===== config.mk =====
export PLATFORM = sky130hd
export DESIGN_NAME = des_iter_sequencer_flat
export DESIGN_NICKNAME = d
export VERILOG_FILES = /design/src/rtl/des_pkg.sv /design/src/rtl/des_iter_sequencer_if.sv /design/src/rtl/des_round_f.sv /design/src/rtl/des_iter_sequencer.sv /design/src/flat_wrapper.sv
export SDC_FILE = /design/constraint.sdc
export NUM_CORES = 1
export LEC_CHECK = 0
export BUFFER_PORTS_ARGS = -buffer_cell sky130_fd_sc_hd__buf_2
export CAP_MARGIN = 20
export CORE_ASPECT_RATIO = 1.1
export CORE_MARGIN = 8
export CORE_UTILIZATION = 58
export DETAILED_ROUTE_END_ITERATION = 16
export PLACE_DENSITY = 0.94
export RECOVER_POWER = 25
export SETUP_SLACK_MARGIN = 0.1
export SYNTH_ARGS = -nofsm -noshare
export SYNTH_HDL_FRONTEND = slang
export SYNTH_HIERARCHICAL = 1
export SYNTH_SLANG_ARGS = --single-unit

===== constraint.sdc =====
create_clock -name clk -period 3.75 [get_ports clk]
set_input_delay 1.125 -clock clk [delete_from_list [all_inputs] [get_ports clk]]
set_output_delay 1.125 -clock clk [all_outputs]
set_load 0.02 [all_outputs]

===== src/rtl/des_pkg.sv =====
// DES constants and pure helpers shared by the sequencer and the round datapath.
// Bit numbering: DES bit 1 is the MSB of every vector, so DES bit n of an
// N-bit vector lives at index N-n.
package des_pkg;

  typedef enum logic [1:0] {StIdle, StRound, StDone} state_e;

  localparam int unsigned IP_T [64] = '{
    58, 50, 42, 34, 26, 18, 10, 2, 60, 52, 44, 36, 28, 20, 12, 4,
    62, 54, 46, 38, 30, 22, 14, 6, 64, 56, 48, 40, 32, 24, 16, 8,
    57, 49, 41, 33, 25, 17, 9, 1, 59, 51, 43, 35, 27, 19, 11, 3,
    61, 53, 45, 37, 29, 21, 13, 5, 63, 55, 47, 39, 31, 23, 15, 7};

  localparam int unsigned FP_T [64] = '{
    40, 8, 48, 16, 56, 24, 64, 32, 39, 7, 47, 15, 55, 23, 63, 31,
    38, 6, 46, 14, 54, 22, 62, 30, 37, 5, 45, 13, 53, 21, 61, 29,
    36, 4, 44, 12, 52, 20, 60, 28, 35, 3, 43, 11, 51, 19, 59, 27,
    34, 2, 42, 10, 50, 18, 58, 26, 33, 1, 41, 9, 49, 17, 57, 25};

  localparam int unsigned PC1_T [56] = '{
    57, 49, 41, 33, 25, 17, 9, 1, 58, 50, 42, 34, 26, 18,
    10, 2, 59, 51, 43, 35, 27, 19, 11, 3, 60, 52, 44, 36,
    63, 55, 47, 39, 31, 23, 15, 7, 62, 54, 46, 38, 30, 22,
    14, 6, 61, 53, 45, 37, 29, 21, 13, 5, 28, 20, 12, 4};

  localparam int unsigned PC2_T [48] = '{
    14, 17, 11, 24, 1, 5, 3, 28, 15, 6, 21, 10,
    23, 19, 12, 4, 26, 8, 16, 7, 27, 20, 13, 2,
    41, 52, 31, 37, 47, 55, 30, 40, 51, 45, 33, 48,
    44, 49, 39, 56, 34, 53, 46, 42, 50, 36, 29, 32};

  localparam int unsigned E_T [48] = '{
    32, 1, 2, 3, 4, 5, 4, 5, 6, 7, 8, 9,
    8, 9, 10, 11, 12, 13, 12, 13, 14, 15, 16, 17,
    16, 17, 18, 19, 20, 21, 20, 21, 22, 23, 24, 25,
    24, 25, 26, 27, 28, 29, 28, 29, 30, 31, 32, 1};

  localparam int unsigned P_T [32] = '{
    16, 7, 20, 21, 29, 12, 28, 17, 1, 15, 23, 26, 5, 18, 31, 10,
    2, 8, 24, 14, 32, 27, 3, 9, 19, 13, 30, 6, 22, 11, 4, 25};

  // Each box is row-major: entry index = row*16 + col.
  localparam logic [3:0] SBOX [8][64] = '{
    '{14,4,13,1,2,15,11,8,3,10,6,12,5,9,0,7, 0,15,7,4,14,2,13,1,10,6,12,11,9,5,3,8,
      4,1,14,8,13,6,2,11,15,12,9,7,3,10,5,0, 15,12,8,2,4,9,1,7,5,11,3,14,10,0,6,13},
    '{15,1,8,14,6,11,3,4,9,7,2,13,12,0,5,10, 3,13,4,7,15,2,8,14,12,0,1,10,6,9,11,5,
      0,14,7,11,10,4,13,1,5,8,12,6,9,3,2,15, 13,8,10,1,3,15,4,2,11,6,7,12,0,5,14,9},
    '{10,0,9,14,6,3,15,5,1,13,12,7,11,4,2,8, 13,7,0,9,3,4,6,10,2,8,5,14,12,11,15,1,
      13,6,4,9,8,15,3,0,11,1,2,12,5,10,14,7, 1,10,13,0,6,9,8,7,4,15,14,3,11,5,2,12},
    '{7,13,14,3,0,6,9,10,1,2,8,5,11,12,4,15, 13,8,11,5,6,15,0,3,4,7,2,12,1,10,14,9,
      10,6,9,0,12,11,7,13,15,1,3,14,5,2,8,4, 3,15,0,6,10,1,13,8,9,4,5,11,12,7,2,14},
    '{2,12,4,1,7,10,11,6,8,5,3,15,13,0,14,9, 14,11,2,12,4,7,13,1,5,0,15,10,3,9,8,6,
      4,2,1,11,10,13,7,8,15,9,12,5,6,3,0,14, 11,8,12,7,1,14,2,13,6,15,0,9,10,4,5,3},
    '{12,1,10,15,9,2,6,8,0,13,3,4,14,7,5,11, 10,15,4,2,7,12,9,5,6,1,13,14,0,11,3,8,
      9,14,15,5,2,8,12,3,7,0,4,10,1,13,11,6, 4,3,2,12,9,5,15,10,11,14,1,7,6,0,8,13},
    '{4,11,2,14,15,0,8,13,3,12,9,7,5,10,6,1, 13,0,11,7,4,9,1,10,14,3,5,12,2,15,8,6,
      1,4,11,13,12,3,7,14,10,15,6,8,0,5,9,2, 6,11,13,8,1,4,10,7,9,5,0,15,14,2,3,12},
    '{13,2,8,4,6,15,11,1,10,9,3,14,5,0,12,7, 1,15,13,8,10,3,7,4,12,5,6,11,0,14,9,2,
      7,11,4,1,9,12,14,2,0,6,10,13,15,3,5,8, 2,1,14,7,4,10,8,13,15,12,9,0,3,5,6,11}};

  // SHIFT[1:16] = 1,1,2,2,2,2,2,2,1,2,2,2,2,2,2,1
  function automatic logic [1:0] shift_of(logic [4:0] rnd);
    case (rnd)
      5'd1, 5'd2, 5'd9, 5'd16: return 2'd1;
      default:                 return 2'd2;
    endcase
  endfunction

  function automatic logic [63:0] ip(logic [63:0] x);
    logic [63:0] res = '0;
    for (int i = 0; i < 64; i++) res[6'(63 - i)] = x[6'(64 - IP_T[i])];
    return res;
  endfunction

  function automatic logic [63:0] fp(logic [63:0] x);
    logic [63:0] res = '0;
    for (int i = 0; i < 64; i++) res[6'(63 - i)] = x[6'(64 - FP_T[i])];
    return res;
  endfunction

  function automatic logic [55:0] pc1(logic [63:0] x);
    logic [55:0] res = '0;
    for (int i = 0; i < 56; i++) res[6'(55 - i)] = x[6'(64 - PC1_T[i])];
    return res;
  endfunction

  function automatic logic [47:0] pc2(logic [55:0] x);
    logic [47:0] res = '0;
    for (int i = 0; i < 48; i++) res[6'(47 - i)] = x[6'(56 - PC2_T[i])];
    return res;
  endfunction

  function automatic logic [47:0] expand(logic [31:0] x);
    logic [47:0] res = '0;
    for (int i = 0; i < 48; i++) res[6'(47 - i)] = x[5'(32 - E_T[i])];
    return res;
  endfunction

  function automatic logic [31:0] perm_p(logic [31:0] x);
    logic [31:0] res = '0;
    for (int i = 0; i < 32; i++) res[5'(31 - i)] = x[5'(32 - P_T[i])];
    return res;
  endfunction

  function automatic logic [31:0] sbox_sub(logic [47:0] x);
    logic [31:0] res = '0;
    logic [5:0]  six;
    for (int j = 0; j < 8; j++) begin
      six = x[6'(47 - 6 * j) -: 6];
      // Row is outer bits, column the inner four.
      res[5'(31 - 4 * j) -: 4] = SBOX[3'(j)][{six[5], six[0], six[4:1]}];
    end
    return res;
  endfunction

  function automatic logic [27:0] rol28(logic [27:0] x, logic [1:0] n);
    case (n)
      2'd1:    return {x[26:0], x[27]};
      2'd2:    return {x[25:0], x[27:26]};
      default: return x;
    endcase
  endfunction

  function automatic logic [27:0] ror28(logic [27:0] x, logic [1:0] n);
    case (n)
      2'd1:    return {x[0], x[27:1]};
      2'd2:    return {x[1:0], x[27:2]};
      default: return x;
    endcase
  endfunction

endpackage


===== src/rtl/des_iter_sequencer_if.sv =====
// Host-side job input and result output handshake bundle.
interface des_iter_sequencer_if;
  logic        in_valid;
  logic        in_ready;
  logic        in_decrypt;
  logic [63:0] in_block;
  logic [63:0] in_key;
  logic        out_valid;
  logic        out_ready;
  logic [63:0] out_block;

  modport master (
    output in_valid, in_decrypt, in_block, in_key, out_ready,
    input  in_ready, out_valid, out_block
  );

  modport slave (
    input  in_valid, in_decrypt, in_block, in_key, out_ready,
    output in_ready, out_valid, out_block
  );
endinterface


===== src/rtl/des_round_f.sv =====
// DES f-function: expansion, subkey XOR, S-boxes, P permutation. Purely combinational.
module des_round_f
  import des_pkg::*;
(
  input  logic [31:0] r,
  input  logic [47:0] k,
  output logic [31:0] f
);

  assign f = perm_p(sbox_sub(expand(r) ^ k));

endmodule


===== src/rtl/des_iter_sequencer.sv =====
// Iterative DES: IP, 16 rounds over one shared f-function, on-the-fly key schedule, FP.
module des_iter_sequencer
  import des_pkg::*;
#(
  parameter int unsigned ROUNDS = 16,
  parameter int unsigned CNT_W  = 5
) (
  input  logic                  clk,
  input  logic                  rst,
  des_iter_sequencer_if.slave   bus,
  output logic                  busy,
  output logic [3:0]            round_idx
);

  state_e       state_q, state_d;
  logic [31:0]  l_q, l_d, r_q, r_d;
  logic [27:0]  c_q, c_d, d_q, d_d;
  logic [27:0]  c_rot, d_rot;
  logic [CNT_W-1:0] cnt_q, cnt_d;
  logic         mode_q, mode_d;
  logic [63:0]  out_block_q, out_block_d;
  logic [1:0]   amt;
  logic [47:0]  subkey;
  logic [31:0]  f;

  // Key schedule: decrypt round 1 reuses C0,D0 unrotated, later rounds rotate right.
  always_comb begin
    amt = shift_of(5'(cnt_q));
    if (mode_q) begin
      amt   = (cnt_q == CNT_W'(1)) ? 2'd0 : shift_of(5'(5'd18 - 5'(cnt_q)));
      c_rot = ror28(c_q, amt);
      d_rot = ror28(d_q, amt);
    end else begin
      c_rot = rol28(c_q, amt);
      d_rot = rol28(d_q, amt);
    end
    subkey = pc2({c_rot, d_rot});
  end

  des_round_f u_round_f (
    .r (r_q),
    .k (subkey),
    .f (f)
  );

  assign bus.out_block = out_block_q;

  // Next-state and handshake outputs.
  always_comb begin
    state_d       = state_q;
    l_d           = l_q;
    r_d           = r_q;
    c_d           = c_q;
    d_d           = d_q;
    cnt_d         = cnt_q;
    mode_d        = mode_q;
    out_block_d   = out_block_q;
    bus.in_ready  = 1'b0;
    bus.out_valid = 1'b0;
    busy          = 1'b0;
    round_idx     = '0;
    unique case (state_q)
      StIdle: begin
        bus.in_ready = 1'b1;
        if (bus.in_valid) begin
          {l_d, r_d} = ip(bus.in_block);
          {c_d, d_d} = pc1(bus.in_key);
          mode_d     = bus.in_decrypt;
          cnt_d      = CNT_W'(1);
          state_d    = StRound;
        end
      end
      StRound: begin
        busy      = 1'b1;
        round_idx = 4'(cnt_q - CNT_W'(1));
        c_d       = c_rot;
        d_d       = d_rot;
        l_d       = r_q;
        r_d       = l_q ^ f;
        if (cnt_q == CNT_W'(ROUNDS)) begin
          // Final swap folded in: FP({R16, L16}) with R16 = l_q ^ f, L16 = r_q.
          out_block_d = fp({l_q ^ f, r_q});
          state_d     = StDone;
        end else begin
          cnt_d = cnt_q + CNT_W'(1);
        end
      end
      StDone: begin
        busy          = 1'b1;
        bus.out_valid = 1'b1;
        if (bus.out_ready) state_d = StIdle;
      end
      default: state_d = StIdle;
    endcase
  end

  // State and datapath registers with synchronous reset.
  always_ff @(posedge clk) begin
    if (rst) begin
      state_q     <= StIdle;
      l_q         <= '0;
      r_q         <= '0;
      c_q         <= '0;
      d_q         <= '0;
      cnt_q       <= '0;
      mode_q      <= 1'b0;
      out_block_q <= '0;
    end else begin
      state_q     <= state_d;
      l_q         <= l_d;
      r_q         <= r_d;
      c_q         <= c_d;
      d_q         <= d_d;
      cnt_q       <= cnt_d;
      mode_q      <= mode_d;
      out_block_q <= out_block_d;
    end
  end

endmodule


===== src/flat_wrapper.sv =====
// flat-port wrapper written by rule: the top's interface ports become plain ports
module des_iter_sequencer_flat import des_pkg::*;
#(
  parameter int unsigned ROUNDS = 16,
  parameter int unsigned CNT_W  = 5
)
  (clk, rst, busy, round_idx, bus_in_valid, bus_in_decrypt, bus_in_block, bus_in_key, bus_out_ready, bus_in_ready, bus_out_valid, bus_out_block);
  des_iter_sequencer_if bus_i ();
  input  logic clk;
  input  logic rst;
  output logic busy;
  output logic [3:0] round_idx;
  input wire logic [$bits(bus_i.in_valid)-1:0] bus_in_valid;
  input wire logic [$bits(bus_i.in_decrypt)-1:0] bus_in_decrypt;
  input wire logic [$bits(bus_i.in_block)-1:0] bus_in_block;
  input wire logic [$bits(bus_i.in_key)-1:0] bus_in_key;
  input wire logic [$bits(bus_i.out_ready)-1:0] bus_out_ready;
  output wire logic [$bits(bus_i.in_ready)-1:0] bus_in_ready;
  output wire logic [$bits(bus_i.out_valid)-1:0] bus_out_valid;
  output wire logic [$bits(bus_i.out_block)-1:0] bus_out_block;
  assign bus_i.in_valid = bus_in_valid;
  assign bus_i.in_decrypt = bus_in_decrypt;
  assign bus_i.in_block = bus_in_block;
  assign bus_i.in_key = bus_in_key;
  assign bus_i.out_ready = bus_out_ready;
  assign bus_in_ready = bus_i.in_ready;
  assign bus_out_valid = bus_i.out_valid;
  assign bus_out_block = bus_i.out_block;
  des_iter_sequencer #(.ROUNDS(ROUNDS), .CNT_W(CNT_W)) u_core (.clk(clk), .rst(rst), .bus(bus_i), .busy(busy), .round_idx(round_idx));
endmodule

==> results.md, run 1 <==
* PortBufs at 58
* Mapped cell area at 3413 um2
* Post-route setup slack at 0.7283 ns
* Worst setup EP type: output port
* Final core occ at 62.77%
* Met1 GRT Util at 19.59%
* Period utilisation layout at 80.58%
* N_diodes at 0
* Post-layout net count at 584
* Post-route clock skew at 0.005799 ns
* Normalized max-slew margin at 40.23%
* Drt pass-1 iters at 4
* Grt met2 use at 30.72%
* Die W at 89.15 um
* Arrival time at the worst endpoint at 1.90 ns
* DP HPWL at 5264 um
* Final setup TNS at 0 ns
* Count of pins over their slew limit at 0
* Final setup vio count at 0
* Place WS at 1.058 ns
* Status: complete, no violations
* Initial core utilization at 59.54%
* Initial antenna violation count at 0
* GRT Overall Usage at 18.01%
* Root Buffer: clkbuf_8
* Total of max-cap violations at 0
* Share of cells above drive strength 1 at 12.44%
* GR peak layer: met2
* Clock-pin slew on the worst setup and hold paths at 0.07 ns
* Via Count at 2664
* WHS at 0.4552 ns
* RSZ-0062 raised after global routing: false
* 1st-iter DRT viols at 105
* Gate Count Post-Synth at 434
* Post-CTS Setup Bufs at 0
* Inserted Clock Buffers at 9
* Critical path fanouts, max at 41
* Area Overhead vs Synth at 5.425%
* Largest net degree at the start of global routing at 49
* Final Hold Viols at 0
* Site row count at 29
* FMAX at 0.3309 GHz
* GRT met3 Usage at 5.161%
* Fin crit period at 3.022 ns
* Synth warnings at 6
* Post-cts resize count at 0
* Core Box Area at 5733 um2
* Clock sink count at 71
* DRT antenna net count at 0
* Routed Wire Length at 7397 um
* WL/cell at 14.04 um
* Vias in the first global route at 2579
* Vias per cell at 5.055
* CP required at 2.62 ns
* Hold-fix buffers, CTS at 0
* CTS Buffer Depth at 2
* Final Power at 0.001734 W
* DRC viols at 0
* Worst hold path class: reg2reg
* Grt total ovfl at 0
* Num ports at 204
* DIE AREA at 8598 um2
* Syn_area_per_cell at 7.865 um2
* Die Height at 96.46 um
* Worst VDD drop at 0.3866 mV
* FILL cells at 499
* CTS tree: built
* Latest clock arrival within the worst-skew pair at 0.34 ns
* CP Launch Type: register
* Setup Crit Path Kind: reg2out
* First-pass GRT wire length at 11860 um
* PD cells at 481.9 nW/um2
* Worst Max-Slew Pin Slew at 0.8841 ns
* CTS H-tree lvls at 3
* GP Congestion at 0.7807
* Leak pwr at 1.369 nW
## layer usage
| layer | up-vias | wire length [um] |
|---|---|---|
| li1 | 1336 | - |
| met1 | 1208 | 2931 |
| met2 | 109 | 3571 |
| met3 | 11 | 787 |
| met4 | 0 | 106 |
| met5 | - | 0 |
## cell usage in the layout (no fill, tap or decap), types with 2 or more instances in the layout
cell type,count
a211oi_1,18
a21oi_1,35
a22oi_1,18
buf_2,34
buf_4,4
bufinv_16,2
clkbuf_1,24
clkbuf_8,9
clkinv_2,4
conb_1,48
dfxtp_1,71
ha_1,6
inv_1,8
nand2_1,70
nor2_1,41
nor3_1,3
o211ai_1,16
o21ai_0,5
xnor2_1,18
## power by group
group / internal (W) / switching (W) / leakage [nW] / total (W)
logic: 0.0000857 / 0.000189 / 0.684 / 0.000275
clock network: 0.000369 / 0.000278 / 0.109 / 0.000647
registers: 0.000786 / 0.0000259 / 0.576 / 0.000812
total: 0.00124 / 0.000493 / 1.37 / 0.00173
## worst max-delay path: stages, from the launching register on
cell and delay (ns):
dfxtp_1 0.33, inv_1 0.10, ha_1 0.16, buf_4 0.37, inv_1 0.26, nor2_1 0.16
buf_2 0.18
## area by class of cell
class                           count  area (um2)  area share (%)
Tap cell                           77       96.34           2.677
Clock buffer                        9       123.9           3.442
Sequential cell                    71        1421           39.50
Multi-Input combinational cell    292        1538           42.73
Clock inverter                      7       87.58           2.434
Inverter                            8       30.03          0.8345
Timing Repair Buffer               63       301.5           8.380
## through the flow
stage,std cells,cell area (um2)
detailed placement,510,3406
CTS,526,3617
global route,527,3598
finish,527,3598
global placement,510,3406
floorplan,480,3586
## worst paths after layout
| check | startpoint | end | slack, ns | cells after the start |
|---|---|---|---|---|
| min | u_core/bus.out_block[7]$_SDFFE_PP0P_ | u_core/bus.out_block[7]$_SDFFE_PP0P_ | 0.46 | 2 |
| max | u_core/state_q[1]$_SDFFE_PP0P_ | round_idx[3] | 0.73 | 6 |
| max reg2reg | u_core/cnt_q[0]$_SDFFE_PP0P_ | u_core/cnt_q[2]$_SDFFE_PP0P_ | 1.26 | 7 |
| min reg2reg | u_core/bus.out_block[7]$_SDFFE_PP0P_ | u_core/bus.out_block[7]$_SDFFE_PP0P_ | 0.46 | 2 |
## flip-flops by register name (all words and copies together) (netlist names)
name                  count
u_core/bus.out_block     32
u_core/l_q               16
u_core/r_q               16
u_core/cnt_q              5
u_core/state_q            2
No activity file was read; power rests on OpenSTA's default activity.
==> run 2: changes to the inputs <==
==> constraint.sdc (replaced) <==
create_clock -name clk -period 2.8 [get_ports clk]
set_input_delay 0.84 -clock clk [delete_from_list [all_inputs] [get_ports clk]]
set_output_delay 0.84 -clock clk [all_outputs]
set_load 0.02 [all_outputs]
==> run 2 against run 1 <==
  * Wire length shrank 0.51%
  * Clock skew grew 0.0032 ns
  * Non-clock buffer count grew 1
  * Final cell count grew 0.19%
  * Combinational power grew 33%
  * Clock power grew 58%
  * Global-route usage shrank 0.77 points
  * Critical path type unchanged
  * Largest power group unchanged
==> results.md, run 2 (synthesis results as in run 1) <==
* Status: complete, no violations
* Worst hold path class: reg2reg
* Grt total ovfl at 0
* Place WS at 0.3951 ns
* CP max-delay cell: ha_1
* Net Sw Frac at 27.53%
* Reg2reg start: u_core/cnt_q[0]$_SDFFE_PP0P_
* Core Box Area at 5733 um2
* FF-to-FF End: u_core/bus.out_block[14]$_SDFFE_PP0P_
* Worst Max-Slew Pin Slew at 0.6965 ns
* Post-CTS Setup Bufs at 0
* Critical path fanouts, max at 10
* RSZ-0062 raised after global routing: false
* Post-layout net count at 585
* Final setup TNS at 0 ns
* Site row count at 29
* Via Count at 2691
* Reg power frac at 44.1%
* Most common cell after layout, fill and taps aside: dfxtp_1
* Final setup vio count at 0
* Leak pwr at 1.379 nW
* Inserted Clock Buffers at 9
* Die Height at 96.46 um
* Flop-to-flop setup slack at 0.57 ns
* FILL cells at 508
* CP dominant cell by count: inv_1
* Routed Wire Length at 7359 um
* FF-to-FF path depth at 8
* Clock sink count at 71
* Initial antenna violation count at 0
* CTS Buffer Depth at 2
* Setup Crit Path Kind: reg2out
* Arrival time at the worst endpoint at 1.63 ns
* Clk pwr share at 41.1%
* Count of pins over their slew limit at 0
* First-pass GRT wire length at 11500 um
* Post-cts resize count at 0
* DP HPWL at 5066 um
* FMAX at 0.4041 GHz
* Normalized max-slew margin at 53.56%
* Root Buffer: clkbuf_8
* Num ports at 204
* CP Buf/Inv Count at 3
* Worst VDD drop at 0.5550 mV
* Total of max-cap violations at 0
* Share of cells above drive strength 1 at 12.20%
* Leading cell types in the layout, fill and taps excluded: dfxtp_1 (71), nand2_1 (70), conb_1 (48)
* Post-route setup slack at 0.3255 ns
* WL/cell at 13.94 um
* Critical path cell sequence: inv_1, ha_1, inv_1, nor2_1, buf_2
* Period utilisation layout at 88.37%
* Largest net degree at the start of global routing at 72
* Max reg flops at 32
* Latest clock arrival within the worst-skew pair at 0.34 ns
* CTS tree: built
* GRT Overall Usage at 17.24%
* Drt pass-1 iters at 5
* Worst setup EP type: output port
* Fin crit period at 2.474 ns
* Area Overhead vs Synth at 6.598%
* Internal at 0.001789 W
* 1st-iter DRT viols at 249
* Hold_sp: u_core/bus.out_block[21]$_SDFFE_PP0P_
* Biggest cell delay along the critical path at 0.34 ns
* CP required at 1.96 ns
* Comb power frac at 14.8%
* Die W at 89.15 um
* Post-route clock skew at 0.009013 ns
* Final Power at 0.002469 W
* Vias in the first global route at 2487
* Final Hold Viols at 0
* N_diodes at 0
* WHS at 0.4560 ns
* Crit-path leading delay family: buffers and inverters
* Worst Hold Depth at 2
* DRT antenna net count at 0
* Multi-input gate area at 1538 um2
* DIE AREA at 8598 um2
* DRC viols at 0
* Hold Path End: u_core/bus.out_block[21]$_SDFFE_PP0P_
* PD cells at 678.5 nW/um2
* CP Launch Type: register
* PortBufs at 58
* FF+latch area at 1421 um2
* GP Congestion at 0.8009
* Hold-fix buffers, CTS at 0
* Clock-pin slew on the worst setup and hold paths at 0.08 ns
* Psw at 0.0006797 W
* Initial core utilization at 59.54%
* CTS H-tree lvls at 3
* Vias per cell at 5.097
[run 2: changes by cell type in the layout (fill, tap and decap cells not counted), sizes merged]
cell | before | now
clkinv | 4 | 0
clkbuf | 33 | 36
inv | 8 | 10
buf | 39 | 38
bufinv | 2 | 3
[run 2: cell type report]
type / instances / area share, %
timing repair buffer: 64 / 8.253
clock inverter: 6 / 3.164
sequential: 71 / 39.06
clock buffer: 10 / 3.783
inverter: 8 / 0.8253
tap: 77 / 2.648
multi-input combinational: 292 / 42.26
[run 2: worst max-delay path by stage]
stage,endpoint,cells after the start,from,slack [ns]
2_1_floorplan,u_core/bus.out_block[11]$_SDFFE_PP0P_,9,u_core/cnt_q[0]$_SDFFE_PP0P_,0.54
3_5_place_dp,u_core/l_q[6]$_SDFFE_PP0P_,6,bus_in_valid,0.40
6_report,round_idx[2],5,u_core/state_q[1]$_SDFFE_PP0P_,0.33
5_1_grt,round_idx[0],5,u_core/state_q[1]$_SDFFE_PP0P_,0.12
4_1_cts,u_core/l_q[6]$_SDFFE_PP0P_,7,u_core/state_q[1]$_SDFFE_PP0P_,0.35
3_3_place_gp,u_core/l_q[22]$_SDFFE_PP0P_,6,bus_in_valid,0.43
[run 2: per-stage QoR]
step	area, um2	utilization (%)	std cells
after floorplan	3586	-	480
after global placement	3413	59.54	511
after detailed placement	3413	59.54	511
after CTS	3666	63.95	527
after global routing	3638	63.47	528
final	3638	63.47	528
[run 2: tightest hold or removal path: stages (launching register included)]
cell and delay, ns:
dfxtp_1 0.31, nand2_1 0.05, a21oi_1 0.05
[run 2: power groups by stage]
stage               clock network [W]  registers [W]  logic [W]
floorplan                           0        0.00110   0.000368
global placement                    0        0.00111   0.000347
detailed placement                  0        0.00111   0.000355
CTS                           0.00103        0.00109   0.000359
global route                  0.00108        0.00109   0.000406
finish                        0.00102        0.00109   0.000365
[run 2: metal layers]
| layer | vias up | GRT usage (%) | share of wire [%] |
|---|---|---|---|
| met1 | 1233 | 19.96 | 40 |
| li1 | 1332 | - | - |
| met5 | - | 0 | 0 |
| met3 | 9 | 5.753 | 11 |
| met4 | 0 | 7.074 | 1.3 |
| met2 | 117 | 28.62 | 47 |
